<file path="src/rtl/decode_pkg.sv">
// decode_pkg: shared definitions for the RISC-V decode stage.
//   - base opcode constants (RV32I/RV64I)
//   - imm_type_e immediate-format code (IMM_I .. IMM_NONE)
//   - instruction field bit positions
//   - decode_t: the registered decoded bundle (excluding pc/imm, which are XLEN wide)
//   - imm_type_of(): opcode -> immediate format
package decode_pkg;

   localparam logic [6:0] OP_LOAD   = 7'h03;
   localparam logic [6:0] OP_IMM    = 7'h13;
   localparam logic [6:0] OP_JALR   = 7'h67;
   localparam logic [6:0] OP_SYSTEM = 7'h73;
   localparam logic [6:0] OP_IMM32  = 7'h1B;
   localparam logic [6:0] OP_STORE  = 7'h23;
   localparam logic [6:0] OP_BRANCH = 7'h63;
   localparam logic [6:0] OP_LUI    = 7'h37;
   localparam logic [6:0] OP_AUIPC  = 7'h17;
   localparam logic [6:0] OP_JAL    = 7'h6F;
   localparam logic [6:0] OP_OP     = 7'h33;
   localparam logic [6:0] OP_OP32   = 7'h3B;

   localparam int unsigned OPCODE_LSB = 0;
   localparam int unsigned RD_LSB     = 7;
   localparam int unsigned FUNC3_LSB  = 12;
   localparam int unsigned RS1_LSB    = 15;
   localparam int unsigned RS2_LSB    = 20;
   localparam int unsigned FUNC7_LSB  = 25;

   typedef enum logic [2:0] {
      IMM_I    = 3'd0,
      IMM_S    = 3'd1,
      IMM_B    = 3'd2,
      IMM_U    = 3'd3,
      IMM_J    = 3'd4,
      IMM_NONE = 3'd5
   } imm_type_e;

   typedef struct packed {
      logic [6:0] opcode;
      logic [2:0] func3;
      logic [6:0] func7;
      logic [4:0] rs1;
      logic [4:0] rs2;
      logic [4:0] rd;
      imm_type_e  imm_type;
      logic       rs1_used;
      logic       rs2_used;
      logic       rd_we;
      logic       illegal;
   } decode_t;

   function automatic imm_type_e imm_type_of(input logic [6:0] op);
      imm_type_e t;
      case (op)
         OP_LOAD, OP_IMM, OP_JALR, OP_SYSTEM, OP_IMM32: t = IMM_I;
         OP_STORE:                                       t = IMM_S;
         OP_BRANCH:                                      t = IMM_B;
         OP_LUI, OP_AUIPC:                               t = IMM_U;
         OP_JAL:                                         t = IMM_J;
         default:                                        t = IMM_NONE;
      endcase
      return t;
   endfunction

endpackage

</file>
<file path="src/rtl/decode_stage_imm_gen.sv">
// imm_gen: combinational immediate generator.
//   instr    [31:0]    raw instruction word
//   imm_type imm_type_e format selected by the decoder
//   imm      [XLEN-1:0] immediate sign-extended from instr[31]; 0 for IMM_NONE
module imm_gen
   import decode_pkg::*;
#(
   parameter int unsigned XLEN = 32
) (
   input  logic [31:0]     instr,
   input  imm_type_e       imm_type,
   output logic [XLEN-1:0] imm
);

   logic [31:0] imm32;

   always_comb begin
      imm32 = '0;
      case (imm_type)
         IMM_I:   imm32 = {{20{instr[31]}}, instr[31:20]};
         IMM_S:   imm32 = {{20{instr[31]}}, instr[31:25], instr[11:7]};
         IMM_B:   imm32 = {{19{instr[31]}}, instr[31], instr[7], instr[30:25], instr[11:8], 1'b0};
         IMM_U:   imm32 = {instr[31:12], 12'b0};
         IMM_J:   imm32 = {{11{instr[31]}}, instr[31], instr[19:12], instr[20], instr[30:21], 1'b0};
         default: imm32 = '0;
      endcase
      // Signed size cast widens to XLEN by replicating bit 31.
      imm = XLEN'($signed(imm32));
   end

endmodule

</file>
<file path="src/rtl/decode_stage.sv">
// decode_stage: registered RISC-V instruction decode (IF/ID -> ID/EX).
// Ports:
//   clk, rst (sync, active high), flush (kills held + incoming instruction)
//   in_valid/in_ready/in_instr/in_pc      upstream handshake and payload
//   out_valid/out_ready                   downstream handshake
//   out_pc, out_opcode, out_func3, out_func7, out_rs1, out_rs2, out_rd,
//   out_imm, out_imm_type, out_rs1_used, out_rs2_used, out_rd_we, out_illegal
// Optional feature: define DECODE_ILLEGAL_CHECK_EN to enable illegal-instruction
// detection (out_illegal, rd_we suppression); otherwise out_illegal is 0.
module decode_stage
   import decode_pkg::*;
#(
   parameter int unsigned     XLEN     = 32,
   parameter logic [XLEN-1:0] RESET_PC = '0
) (
   input  logic            clk,
   input  logic            rst,
   input  logic            flush,
   input  logic            in_valid,
   output logic            in_ready,
   input  logic [31:0]     in_instr,
   input  logic [XLEN-1:0] in_pc,
   output logic            out_valid,
   input  logic            out_ready,
   output logic [XLEN-1:0] out_pc,
   output logic [6:0]      out_opcode,
   output logic [2:0]      out_func3,
   output logic [6:0]      out_func7,
   output logic [4:0]      out_rs1,
   output logic [4:0]      out_rs2,
   output logic [4:0]      out_rd,
   output logic [XLEN-1:0] out_imm,
   output logic [2:0]      out_imm_type,
   output logic            out_rs1_used,
   output logic            out_rs2_used,
   output logic            out_rd_we,
   output logic            out_illegal
);

   logic            valid_q, valid_d;
   logic [XLEN-1:0] pc_q, pc_d;
   logic [XLEN-1:0] imm_q, imm_d;
   decode_t         dec_q, dec_d;

   decode_t         dec_new;
   imm_type_e       itype;
   logic [XLEN-1:0] imm_new;
   logic            accept;
   logic            is_r;

   imm_gen #(.XLEN(XLEN)) u_imm_gen (
      .instr    (in_instr),
      .imm_type (itype),
      .imm      (imm_new)
   );

   assign in_ready = !valid_q || out_ready;
   assign accept   = in_valid && in_ready;

   // Combinational decode of the incoming instruction.
   always_comb begin
      itype            = imm_type_of(in_instr[RS1_LSB-9 -: 7]);
      is_r             = (in_instr[6:0] == OP_OP) || (in_instr[6:0] == OP_OP32);
      dec_new          = '0;
      dec_new.opcode   = in_instr[OPCODE_LSB +: 7];
      dec_new.func3    = in_instr[FUNC3_LSB  +: 3];
      dec_new.func7    = in_instr[FUNC7_LSB  +: 7];
      dec_new.rs1      = in_instr[RS1_LSB    +: 5];
      dec_new.rs2      = in_instr[RS2_LSB    +: 5];
      dec_new.rd       = in_instr[RD_LSB     +: 5];
      dec_new.imm_type = itype;
      dec_new.rs1_used = is_r || (itype inside {IMM_I, IMM_S, IMM_B});
      dec_new.rs2_used = is_r || (itype inside {IMM_S, IMM_B});
      dec_new.rd_we    = (is_r || (itype inside {IMM_I, IMM_U, IMM_J}))
                         && (in_instr[RD_LSB +: 5] != 5'd0);
`ifdef DECODE_ILLEGAL_CHECK_EN
      dec_new.illegal  = (in_instr[1:0] != 2'b11)
                         || (!is_r && (itype == IMM_NONE))
                         || (is_r && !((in_instr[FUNC7_LSB +: 7] == 7'h00)
                                    || (in_instr[FUNC7_LSB +: 7] == 7'h20)));
      if (dec_new.illegal) dec_new.rd_we = 1'b0;
`else
      dec_new.illegal  = 1'b0;
`endif
   end

   // Flush wins over accept; fields only load on a surviving accept.
   always_comb begin
      valid_d = valid_q;
      pc_d    = pc_q;
      imm_d   = imm_q;
      dec_d   = dec_q;
      if (flush) begin
         valid_d = 1'b0;
      end else if (accept) begin
         valid_d = 1'b1;
         pc_d    = in_pc;
         imm_d   = imm_new;
         dec_d   = dec_new;
      end else if (out_ready) begin
         valid_d = 1'b0;
      end
   end

   always_ff @(posedge clk) begin
      if (rst) begin
         valid_q        <= 1'b0;
         pc_q           <= RESET_PC;
         imm_q          <= '0;
         dec_q          <= '0;
         dec_q.imm_type <= IMM_NONE;
      end else begin
         valid_q <= valid_d;
         pc_q    <= pc_d;
         imm_q   <= imm_d;
         dec_q   <= dec_d;
      end
   end

   assign out_valid    = valid_q;
   assign out_pc       = pc_q;
   assign out_imm      = imm_q;
   assign out_opcode   = dec_q.opcode;
   assign out_func3    = dec_q.func3;
   assign out_func7    = dec_q.func7;
   assign out_rs1      = dec_q.rs1;
   assign out_rs2      = dec_q.rs2;
   assign out_rd       = dec_q.rd;
   assign out_imm_type = dec_q.imm_type;
   assign out_rs1_used = dec_q.rs1_used;
   assign out_rs2_used = dec_q.rs2_used;
   assign out_rd_we    = dec_q.rd_we;
   assign out_illegal  = dec_q.illegal;

endmodule
</file>
<file path="config.mk">
export PLATFORM = sky130hd
export DESIGN_NAME = decode_stage
export DESIGN_NICKNAME = d
export VERILOG_FILES = /design/src/rtl/decode_pkg.sv /design/src/rtl/decode_stage_imm_gen.sv /design/src/rtl/decode_stage.sv
export SDC_FILE = /design/constraint.sdc
export NUM_CORES = 1
export LEC_CHECK = 0
export CORE_MARGIN = 1
export CORE_UTILIZATION = 30
export CTS_CLUSTER_DIAMETER = 80
export DETAILED_ROUTE_END_ITERATION = 6
export PLACE_DENSITY = 0.64
export SETUP_SLACK_MARGIN = 0.5
export SLEW_MARGIN = 5
export SYNTH_ARGS = -nofsm -noshare
export SYNTH_HDL_FRONTEND = slang
export SYNTH_SLANG_ARGS = --single-unit
export TNS_END_PERCENT = 100
</file>
<file path="constraint.sdc">
create_clock -name clk -period 2 [get_ports clk]
set_input_delay 0.4 -clock clk [delete_from_list [all_inputs] [get_ports clk]]
set_output_delay 0.4 -clock clk [all_outputs]
set_load 0.05 [all_outputs]
</file>
==> run metrics <==
Async S/R FF share, synth=0%; worst hold slack=0.381 ns; number of global-route vias before repair=4234; core region area=0.0135 mm2; TritonCTS Sinks=103; Worst R2R Path Depth=7; final period utilization=74.6%; status=completed; vias per cell=4.96; WP data arrival=1.09 ns; HPWL after DPL=10.1 mm; Critical Path Max Stage Delay=0.38 ns; share of the synthesized area in the top cell type=49.2%; VDD IR-drop max=0.381 mV; total power=0.00505 W; initial antenna violation count=0; highest clock rate=670 MHz; Crit Reg-Reg Endpoint=out_pc[31]; number of primary I/O pins=174; crit path capture type=primary output; CP delay by family, top=buffers and inverters; Fill cells=1273; TritonCTS clock tree=done; CP cell instances=clkdlybuf4s18_2; CP Class=flip-flop to primary output; Global Route Usage Sum=19.4%; Residual DRC=0; clock root buffer=clkbuf_16; DIE AREA=0.0145 mm2; die span in x=120 um; Via Count=4357; Worst Hold Path EP=out_rd[0]; Clock transition at path regs=0.07 ns; origin of the critical flop-to-flop path=out_valid; hold crit path type=input port to flip-flop; Netlist Area Pre-Place=0.00419 mm2; area delta synth->final=68.6%; RSZ-0062 raised after global routing=true; Synth cell types=59; Max-cap violations=0; Worst setup SP type=flip-flop; CTS max path bufs=2; HP Start=in_instr[7]; Synth Warn #=0; Worst Path Max Fanout=2; final antenna-violating net count=0; share of cells above drive strength 1=34.6%; PortBufs=172; multi-input logic area=0.00208 mm2; wire per inst=15.9 um; Synth area leader=dfxtp_1; flop-to-flop setup slack=0.60 ns; nets=769; initial core utilization=31.2%; top_reg_cell synth=dfxtp_1; storage element area=0.00207 mm2; n_diodes=0; routability cong.=0.901; Buf/Inv on CP=1; Routed WL=14.0 mm; Min Clock Period, post-route=1.49 ns; share of the yosys chip area belonging to registers=49.2%; global-route wire length before repair=21.9 mm; top post-synthesis cells by area=dfxtp_1 49%, nand2_1 12%, a21oi_1 7.8%, a2111oi_2 2.1%, o21ai_2 2.1%; cell depth of the worst hold path=3; Mean Syn Cell Area=8.52 um2; DRT Pass-1 Iters=5; Slowest cell on crit path=clkdlybuf4s18_2; largest net degree at the start of global routing=33; Pwr per Cell Area=714 mW/mm2; Final Hold Violating Endpoints=0; leakage=2.68 nW; FF+latch count, synth=103; final slew viol count=0; Skew-Pair Late Insertion Delay=0.35 ns; clock skew=0.00811 ns; Die H=120 um; Post-synth EDFFs=0; Num CTS Buffers=9; Worst Path Required=1.60 ns; GRT Residual Overflow=0; syn nets=561; starting DRC count in detailed routing=252; Synth Instances=492; H-tree depth=3; Setup violations, final=0; row count=42
-- how the worst max path moves through the flow --
stage | start | to | slack, ns | depth (start not counted)
finish | out_imm[20] | out_imm[20] | 0.51 | 1
global route | in_instr[4] | out_imm[11] | 0.45 | 7
CTS | in_instr[5] | out_imm_type[2] | 0.50 | 6
detailed placement | in_instr[4] | out_imm[17] | -0.33 | 7
global placement | in_instr[4] | out_imm[16] | -0.26 | 7
floorplan | in_instr[2] | out_imm[20] | 0.25 | 6
-- routing by layer --
metal | global-route usage, % | routed length (um) | part of all wire, %
met4 | 8.10 | 317 | 2.3
met5 | 0 | 0 | 0
met3 | 3.30 | 808 | 5.8
met1 | 24.5 | 6070 | 43
met2 | 32.7 | 6770 | 48
-- cell usage after synthesis (all sizes together), types with 3 or more instances --
cell type / n
a2111oi: 10
a211oi: 8
a21oi: 67
a22o: 7
a22oi: 11
a2bb2oi: 5
and3: 13
buf: 23
clkbuf: 22
dfxtp: 103
nand2: 136
nand3: 7
nand3b: 3
nor2: 17
nor3: 5
o21ai: 15
or3: 4
or4: 3
-- stage by stage --
step / cells / setup WS (ns) / setup TNS [ns] / utilization, % / cell area, um2
final: 879 / 0.508 / 0 / 52.5 / 7070
after global routing: 879 / 0.451 / 0 / 52.5 / 7070
after CTS: 875 / 0.501 / 0 / 52.5 / 7070
after detailed placement: 850 / -0.328 / -10.06 / 47.7 / 6420
after global placement: 850 / -0.260 / -7.58 / 47.7 / 6420
after floorplan: 492 / 0.250 / 0 / - / 4260
-- power by group --
group          internal [W]  switching (W)  leakage, nW
Combinational      0.000426       0.000630         1.69
Sequential          0.00213      0.0000417        0.840
Clock               0.00106       0.000755        0.151
-- cells by family after synthesis --
kind of cell    Yosys count  share of synthesized area (%)
xor+xnor                  1                          0.209
buf+inv                  47                           5.13
mux                       3                          0.865
other cells               1                         0.0894
flops                   103                           49.2
compound gates          135                           22.6
simple gates            202                           21.9
-- timing repair --
item | CTS | global route
setup buffers | 9 | 4
gates cloned | 2 | 0
pin swaps | 13 | 11
hold buffers | 0 | 0
setup endpoints to repair | 193 | 47
resized for setup | 338 | 45
-- area by class of cell --
class,count,area share (%)
Tap cell,176,3.12
Sequential cell,103,29.2
Timing Repair Buffer,241,33.7
Inverter,2,0.106
Clock buffer,12,3.77
Clock inverter,2,0.549
Multi-Input combinational cell,343,29.5
-- placed cells by master (no fill, tap or decap), types with 3 or more instances in the layout --
cell type / netlist / layout
nand2_1: 135 / 133
dfxtp_1: 103 / 102
clkdlybuf4s15_2: 0 / 66
a21oi_1: 65 / 65
buf_4: 2 / 65
clkdlybuf4s50_1: 0 / 55
nor2_1: 16 / 15
buf_2: 13 / 13
and3_1: 13 / 12
buf_6: 2 / 12
o21ai_2: 10 / 11
a22oi_1: 11 / 11
clkdlybuf4s18_2: 0 / 11
clkbuf_16: 0 / 9
buf_12: 0 / 9
a22o_1: 7 / 7
nand3_2: 0 / 6
a2111oi_2: 6 / 5
a211oi_1: 7 / 5
nor3_1: 5 / 4
dlygate4sd2_1: 0 / 4
a2bb2oi_1: 4 / 3
or3_1: 4 / 3
nand3b_1: 3 / 3
clkbuf_8: 0 / 3
clkdlybuf4s15_1: 0 / 3
-- sequential cells by signal (all words and copies together), names as in the netlist, 3 cells and up --
register,cells
out_rd,5
out_pc,32
out_rs1,5
out_rs2,5
out_imm_type,3
out_opcode,7
out_func7,7
out_imm,32
out_func3,3
No activity file was read; power rests on OpenSTA's default activity.
